<file path="src/rtl/dispense_pkg.sv">
// Shared types and helpers for the dispense sequencer.
package dispense_pkg;

    localparam logic [2:0] ENC_IDLE     = 3'd0;
    localparam logic [2:0] ENC_WAIT_POS = 3'd1;
    localparam logic [2:0] ENC_FILL     = 3'd2;
    localparam logic [2:0] ENC_RETURN   = 3'd3;
    localparam logic [2:0] ENC_FAULT    = 3'd4;

    typedef enum logic [2:0] {
        IDLE     = ENC_IDLE,
        WAIT_POS = ENC_WAIT_POS,
        FILL     = ENC_FILL,
        RETURN   = ENC_RETURN,
        FAULT    = ENC_FAULT
    } disp_state_t;

    // Bits needed to hold values 0..max_val (at least one bit).
    function automatic int unsigned cnt_width(input int unsigned max_val);
        return (max_val < 2) ? 1 : $clog2(max_val + 1);
    endfunction

endpackage

</file>
<file path="src/rtl/rise_detect.sv">
// Single-flop rising-edge detector: rise = in & ~in_q.
module rise_detect (
    input  logic clk,
    input  logic rst_n,
    input  logic sig_in,
    output logic rise
);

    logic sig_q;
    logic sig_d;

    always_comb sig_d = sig_in;

    // Previous-cycle copy of the input.
    always_ff @(posedge clk or negedge rst_n) begin
        if (!rst_n) sig_q <= 1'b0;
        else        sig_q <= sig_d;
    end

    assign rise = sig_in & ~sig_q;

endmodule

</file>
<file path="src/rtl/dispense_sequencer.sv">
// Dispense sequencer: drives the motor controller's t input through
// WAIT_POS -> FILL -> RETURN for each requested portion.
// Optional motion watchdog and FAULT state: define DISPENSE_WATCHDOG_EN.
module dispense_sequencer
    import dispense_pkg::*;
#(
    parameter int unsigned PORTIONS_W    = 4,
    parameter int unsigned FILL_TICKS    = 1000,
    parameter int unsigned TIMEOUT_TICKS = 100000
) (
    input  logic                  CLK,
    input  logic                  RST_N,
    input  logic                  start,
    input  logic [PORTIONS_W-1:0] portions,
    input  logic                  abort,
    input  logic                  fill_start,
    input  logic                  cycle_done,
    output logic                  t,
    output logic                  busy,
    output logic                  done,
    output logic                  fault,
    output logic [PORTIONS_W-1:0] remaining
);

    localparam int unsigned DW = cnt_width(FILL_TICKS - 1);

    disp_state_t           state_q, state_d;
    logic [DW-1:0]         dwell_q, dwell_d;
    logic [PORTIONS_W-1:0] remaining_q, remaining_d;
    logic [PORTIONS_W-1:0] rem_dec;
    logic                  t_q, t_d;
    logic                  busy_q, busy_d;
    logic                  done_q, done_d;
    logic                  fault_q, fault_d;
    logic                  fill_rise, done_rise;
    logic                  wd_expired;

    rise_detect u_fill_rise (
        .clk    (CLK),
        .rst_n  (RST_N),
        .sig_in (fill_start),
        .rise   (fill_rise)
    );

    rise_detect u_done_rise (
        .clk    (CLK),
        .rst_n  (RST_N),
        .sig_in (cycle_done),
        .rise   (done_rise)
    );

    assign rem_dec = remaining_q - PORTIONS_W'(1);

`ifdef DISPENSE_WATCHDOG_EN
    localparam int unsigned WD_W = cnt_width(TIMEOUT_TICKS);

    logic [WD_W-1:0] wd_q, wd_d;

    assign wd_expired = (wd_q == WD_W'(TIMEOUT_TICKS - 1));

    // Watchdog: counts cycles in a motion state, clears on any state change, saturates.
    always_comb begin
        wd_d = '0;
        if (state_d == state_q && (state_q == WAIT_POS || state_q == RETURN)) begin
            wd_d = (wd_q == '1) ? wd_q : wd_q + WD_W'(1);
        end
    end

    // Watchdog counter register.
    always_ff @(posedge CLK or negedge RST_N) begin
        if (!RST_N) wd_q <= '0;
        else        wd_q <= wd_d;
    end
`else
    assign wd_expired = 1'b0;

    if (TIMEOUT_TICKS == 0) begin : g_timeout_unused
    end
`endif

    // Next-state, counters and registered-output values.
    always_comb begin
        state_d     = state_q;
        dwell_d     = dwell_q;
        remaining_d = remaining_q;
        done_d      = 1'b0;

        case (state_q)
            IDLE: begin
                if (start) begin
                    if (portions != '0) begin
                        remaining_d = portions;
                        state_d     = WAIT_POS;
                    end else begin
                        done_d = 1'b1;
                    end
                end
            end
            WAIT_POS: begin
                if (fill_rise) begin
                    state_d = FILL;
                    dwell_d = DW'(FILL_TICKS - 1);
                end else if (wd_expired) begin
                    state_d = FAULT;
                end
            end
            FILL: begin
                if (dwell_q == '0) state_d = RETURN;
                else               dwell_d = dwell_q - DW'(1);
            end
            RETURN: begin
                if (done_rise) begin
                    remaining_d = rem_dec;
                    if (rem_dec == '0) begin
                        state_d = IDLE;
                        done_d  = 1'b1;
                    end else begin
                        state_d = WAIT_POS;
                    end
                end else if (wd_expired) begin
                    state_d = FAULT;
                end
            end
            FAULT:   state_d = FAULT;
            default: state_d = IDLE;
        endcase

        if (abort) begin
            state_d     = IDLE;
            dwell_d     = '0;
            remaining_d = '0;
            done_d      = 1'b0;
        end

        // Outputs follow the next state so they are registered, not decoded.
        t_d    = (state_d == WAIT_POS) || (state_d == RETURN);
        busy_d = (state_d == WAIT_POS) || (state_d == FILL) || (state_d == RETURN);
`ifdef DISPENSE_WATCHDOG_EN
        fault_d = (state_d == FAULT);
`else
        fault_d = 1'b0;
`endif
    end

    // State, counter and output registers.
    always_ff @(posedge CLK or negedge RST_N) begin
        if (!RST_N) begin
            state_q     <= IDLE;
            dwell_q     <= '0;
            remaining_q <= '0;
            t_q         <= 1'b0;
            busy_q      <= 1'b0;
            done_q      <= 1'b0;
            fault_q     <= 1'b0;
        end else begin
            state_q     <= state_d;
            dwell_q     <= dwell_d;
            remaining_q <= remaining_d;
            t_q         <= t_d;
            busy_q      <= busy_d;
            done_q      <= done_d;
            fault_q     <= fault_d;
        end
    end

    assign t         = t_q;
    assign busy      = busy_q;
    assign done      = done_q;
    assign fault     = fault_q;
    assign remaining = remaining_q;

endmodule

</file>
<file path="config.mk">
export PLATFORM = sky130hd
export DESIGN_NAME = dispense_sequencer
export DESIGN_NICKNAME = d
export VERILOG_FILES = /design/src/rtl/dispense_pkg.sv /design/src/rtl/rise_detect.sv /design/src/rtl/dispense_sequencer.sv
export SDC_FILE = /design/constraint.sdc
export NUM_CORES = 1
export LEC_CHECK = 0
export ABC_CLOCK_PERIOD_IN_PS = 2050
export CAP_MARGIN = 5
export CORE_MARGIN = 3
export CORE_UTILIZATION = 23
export CTS_BUF_LIST = sky130_fd_sc_hd__clkbuf_8
export DETAILED_ROUTE_END_ITERATION = 16
export SETUP_SLACK_MARGIN = 0.2
export SLEW_MARGIN = 10
export SYNTH_ARGS = -nofsm -noshare
export SYNTH_HDL_FRONTEND = slang
export SYNTH_SLANG_ARGS = --single-unit
</file>
<file path="constraint.sdc">
create_clock -name CLK -period 2.05 [get_ports CLK]
set_input_delay 0.41 -clock CLK [delete_from_list [all_inputs] [get_ports CLK]]
set_output_delay 0.41 -clock CLK [all_outputs]
set_load 0.01 [all_outputs]
</file>
== After elaboration in Yosys (flattened, before gate mapping) ==
Index checks and enable logic that the tools add are counted.

* Register bits: 22
* Input bits: 10
* Output and inout bits: 8
* Logic and storage cells: 60

* $add $sub $neg: 2
* Equal/unequal tests: 12
* Multiplexer cells: 23
* Bitwise operators: 4
* Reductions and logical operators: 11

{| class="wikitable"
|+ Operators by type and width
! cell !! count
|-
| $mux W10 || 3
|-
| $pmux W10 S2 || 1
|-
| $mux W3 || 6
|-
| $mux W4 || 4
|-
| $ne A3 B3 Y1 const B || 5
|-
| $pmux W3 S5 || 1
|-
| $eq A3 B2 Y1 const B || 4
|-
| $logic_not A10 Y1 || 1
|-
| $sub A10 B1 Y10 const B || 1
|-
| $pmux W4 S2 || 1
|-
| $eq A3 B1 Y1 const B || 2
|-
| $mux W1 || 6
|-
| $reduce_bool A3 Y1 || 2
|-
| $logic_not A4 Y1 || 1
|-
| $reduce_and A4 Y1 || 1
|-
| $reduce_bool A4 Y1 || 1
|-
| $sub A4 B1 Y4 const B || 1
|-
| $eq A3 B3 Y1 const B || 1
|-
| $logic_not A3 Y1 || 1
|-
| $logic_or A1 B1 Y1 || 3
|-
| $reduce_and A3 Y1 || 1
|-
| $and A1 B1 Y1 || 2
|-
| $not A1 Y1 || 2
|-
| $pmux W1 S2 || 1
|}

== Logic depth before layout (Yosys ltp) ==
* Depth in word-level cells: 9
* Mapped depth: 7
* Gate-level depth less buffers: 6

== Cells and area by module ==
Synthesis repeated with hierarchy kept, for this count alone.

* Cell total of the unflattened synthesis: 146
* Area total of the unflattened synthesis: 1,438.9 µm²

{| class="wikitable"
|+ By module, submodules not included
! module !! times used !! cells each !! area each (µm²) !! seq. area each (µm²)
|-
| dispense_sequencer || 1 || 142 || 1,361.3 || 500.5
|-
| rise_detect || 2 || 2 || 38.8 || 25.0
|}

== Worst setup path before layout ==
OpenSTA, ideal clock, no wires.

* Path type: register to register
* Start point: register dwell_q[0]
* End point: register dwell_q[2]
* Setup time: 121 ps
* Arrival time: 1,829 ps
* Required time: 1,929 ps
* Path slack: 101 ps
* Cell stages (with the launch flop): 8
* Path through: dfrtp_1 inv_1 ha_1 or4b_1 buf_2 nor4_4 nor4_2 a22o_1

* Longest elaborated chain between the ends: 4
* Elaborated cells between the ends (all ways): 7
* Classes of those cells: add/sub (1); eq/ne (1); mux (3); reduce/logical (2)

{| class="wikitable"
|+ Ends and longest elaborated chain
! what !! line !! RTL
|-
| start: declaration || dispense_sequencer.sv:28 || <nowiki>logic [DW-1:0] dwell_q, dwell_d;</nowiki>
|-
| start signal: assignment || dispense_sequencer.sv:157 || <nowiki>dwell_q <= dwell_d;</nowiki>
|-
| $sub A10 B1 Y10 || dispense_sequencer.sv:109 || <nowiki>else dwell_d = dwell_q - DW'(1);</nowiki>
|-
| $mux W10 || dispense_sequencer.sv:108 || <nowiki>if (dwell_q == '0) state_d = RETURN;</nowiki>
|-
| $pmux W10 S2 || dispense_sequencer.sv:88 || <nowiki>case (state_q)</nowiki>
|-
| $mux W10 || dispense_sequencer.sv:128 || <nowiki>if (abort) begin</nowiki>
|}

Several ways; a longest one is shown, not always the timed one. The select of a mux whose other input is x is not followed.
A chain may end at the register's enable or synchronous reset.

== Worst setup path after layout ==
* Start point: register dwell_q[1]
* End point: register dwell_q[8]

The elaborated chain is that of the path after synthesis.

==> results.txt <==
* Outcome: completed
- Leaving out filler cells and counting taps, the final layout contains 237.
- Sequential-to-total area share from yosys stat: 0.414
- The worst setup path is of the register to register kind.
- Global routing finished with a remaining overflow of 0.
- Horizontal die dimension: 82.0 um
- Filler Cell Count: 577
- Wire length per cell after detailed routing: 13.6 um
- Setup repair after global routing missed its margin: true
- The final hold violation count came to 0.
* Clock-pin transition on the worst setup and hold timing paths: 70 ps
- Synthesis produced 138 cells.
* Die Height: 82.0 um
- After synthesis, the netlist uses 46 different library cells.
- Worst setup margin: 157 ps
* Mean instance size in the synthesized netlist: 9.63 um^2
- The final-report max-slew violation count was 0.
* Count of synthesis-stage warnings from yosys: 0
- Total internal power: 792 uW
- Maximum number of pins on one net before global-route repair: 23
- Post-synthesis to final-layout area growth: 34.2%
- R2r startpoint: dwell_q[1]
* Worst-path fanout max: 5
- Clock network fraction of design power: 0.231
* Die outline area: 6730 um^2
* Placeable core region: 5540 um^2
* Net Sw Frac: 0.305
- Peak clock frequency supported by timing: 528 MHz
- In this run the core area contains 27 standard-cell rows.
- Antenna Nets Post-Route: 0
* GP Congestion: 0.790
- The clock passes through at most 2 buffers.
- Comb power frac: 0.322
- Nature of the critical path startpoint: register
- Kind of path behind the tightest hold check: input port to asynchronous set/reset pin
* Placed wire-length estimate: 2140 um
* Layout cells sized above 1: 0.242
- Arrival time of the worst setup path: 2040 ps
* Count of flip-flops with a built-in enable after synthesis: 0
- Across the routed clock network, the largest skew measured is 1.75 ps.
* All-layer global routing usage: 0.0984
- Post-route clock period utilization: 0.923
* Final WL: 3220 um
- In this run, CTS created clock tree buffers numbering 3.
- Summed over all cells, the static leakage comes to 0.707 nW.
* Final min period: 1890 ps
- STA puts the critical path data required time at 2200 ps.
- Number of vias after detailed routing: 1175
* Cell taking the most area after synthesis: sky130_fd_sc_hd__dfrtp_1
* Transition time at the pin with the least slew margin: 499 ps
- Of the post-synthesis cell area, the dominant cell type holds 0.414.
* Slew headroom: 0.665
* Synthesized cell area: 1330 um^2
* Sinks on the clock net: 22
- Number of setup violations in the final report: 0
- CTS built an H-tree with a depth of 1.
* CP Capture Type: register
* Wire length of the first global-routing pass: 5110 um
- Area used by sequential logic in the layout: 553 um^2
- Most frequent cell after synthesis: sky130_fd_sc_hd__dfrtp_1
- Of the total power, registers draw 0.447.
- At the later pin of the worst-skew pair, clock insertion delay measures 260 ps.
- For this run, the share of the core covered by cells in the final layout is 0.322.
- By count the netlist is led by 22 x sky130_fd_sc_hd__dfrtp_1, 8 x sky130_fd_sc_hd__a22o_1, 8 x sky130_fd_sc_hd__o21ai_0, 7 x sky130_fd_sc_hd__a21oi_1, 7 x sky130_fd_sc_hd__nand2_1.
- The worst-case IR drop observed on VDD is 0.000216 V.
- Counting tap cells, the placed design contains a total of 228 instances.
- In the routed design, unresolved DRC markers number 0.
- Power per cell area: 639 nW/um^2
* Dominant register cell in the synthesized netlist: sky130_fd_sc_hd__dfrtp_1
* Depth of the worst register-to-register path: 7
- Yosys attributes the largest share of cell area to sky130_fd_sc_hd__dfrtp_1 41%, sky130_fd_sc_hd__a22o_1 5.3%, sky130_fd_sc_hd__o31ai_1 3.4%.
- The first detailed-routing pass took 4 iterations.
- Reg2Reg Capture Point: dwell_q[8]
* Root Buffer Master: sky130_fd_sc_hd__clkbuf_8
* Clock tree from TritonCTS: built
* Count of buffers inserted at the top-level ports: 16
- The number of global-route vias before repair came to 1089.
* Number of antenna repair diodes: 0
- Pre-CTS setup slack: -45.0 ps
* Antenna violations before repair: 0
* Switching power of the nets: 347 uW
- Effective utilization at floorplan: 0.240
* Synthesized net count: 151
- Via density per instance: 4.96
- # Max-Cap Violations: 0
- Count of state elements after synthesis: 22
* Ys async rst share: 1.00
* Area of the multi-input gates: 800 um^2
- The first routing iteration left 81 violations.
- Nets: 180
- Number of ports placed on the die boundary: 18
- Across all register-to-register paths, the minimum setup slack is 160 ps.
==> per-layer routing <==
metal  share of wire  up-vias  GRT usage
met1            0.49      556      0.136
li1                -      586          -
met2            0.46       28      0.153
met3           0.030        5    0.00987
met4           0.019        0     0.0449
met5               0        -          0
==> timing repair <==
item	in CTS	in global routing
hold buffers	0	0
pin swaps	3	9
endpoints found under the setup margin	11	15
resized for setup	0	14
setup buffers	3	3
==> cell usage in the layout (no fill, tap or decap), drive strengths merged, types with 5 or more instances in the layout <==
master / count
a22o: 8
nor2: 6
or4: 6
nand2: 7
nand3: 5
clkdlybuf4s50: 16
o21ai: 9
nor3: 5
o31ai: 6
dfrtp: 22
buf: 16
a21oi: 7
==> how the worst max path moves through the flow <==
stage                     startpoint      endpoint  slack, ps  depth (start not counted)
after global placement         start  remaining[1]        -40                          5
after global routing      dwell_q[1]    dwell_q[8]         80                          7
final                     dwell_q[1]    dwell_q[8]        160                          7
after floorplan           dwell_q[0]    dwell_q[2]        120                          7
after CTS                 dwell_q[0]    dwell_q[2]        130                          6
after detailed placement       start  remaining[3]        -40                          6
==> critical path: stages (launching register included) <==
cell	delay [ps]
sky130_fd_sc_hd__dfrtp_1	390
sky130_fd_sc_hd__inv_1	70
sky130_fd_sc_hd__ha_2	170
sky130_fd_sc_hd__or4b_4	500
sky130_fd_sc_hd__buf_6	160
sky130_fd_sc_hd__o31ai_4	200
sky130_fd_sc_hd__o211ai_1	110
sky130_fd_sc_hd__a22o_1	190
==> registers in the layout (all words and copies together), names as in the netlist <==
name               flops
busy                   1
done                   1
dwell_q               10
remaining              4
state_q                3
t                      1
u_done_rise.sig_q      1
u_fill_rise.sig_q      1
==> layout make-up <==
class / count / area share
clock buffer: 3 / 0.0232
inverter: 4 / 0.00842
multi-input combinational: 104 / 0.448
sequential: 22 / 0.310
tap: 72 / 0.0505
timing repair buffer: 32 / 0.159
==> kinds of logic after synthesis <==
| family | after synthesis | synth area share |
|---|---|---|
| AND/OR/NAND/NOR | 55 | 0.274 |
| flip-flops | 22 | 0.414 |
| AO/OA/AOI/OAI | 43 | 0.228 |
| other | 1 | 0.00282 |
| XOR/XNOR | 2 | 0.0132 |
| buffers and inverters | 12 | 0.0395 |
| adder cells (fa/ha/maj) | 3 | 0.0283 |
==> per-stage QoR <==
step	hold WS (ps)	total power, mW	cell area (um^2)	setup TNS (ps)
floorplan	114	0.721	1350	0
global route	508	1.21	1780	0
detailed placement	522	0.821	1630	-217
CTS	501	1.10	1700	0
global placement	523	0.819	1630	-97.0
finish	496	1.14	1780	0
==> power by group through the flow <==
stage / clock, mW / combinational [mW] / sequential, mW
5_1_grt: 0.295 / 0.403 / 0.513
2_1_floorplan: 0 / 0.213 / 0.508
4_1_cts: 0.276 / 0.325 / 0.503
3_3_place_gp: 0 / 0.307 / 0.513
3_5_place_dp: 0 / 0.309 / 0.512
6_report: 0.264 / 0.366 / 0.509
Note: power is estimated with default switching activity, not from simulation.
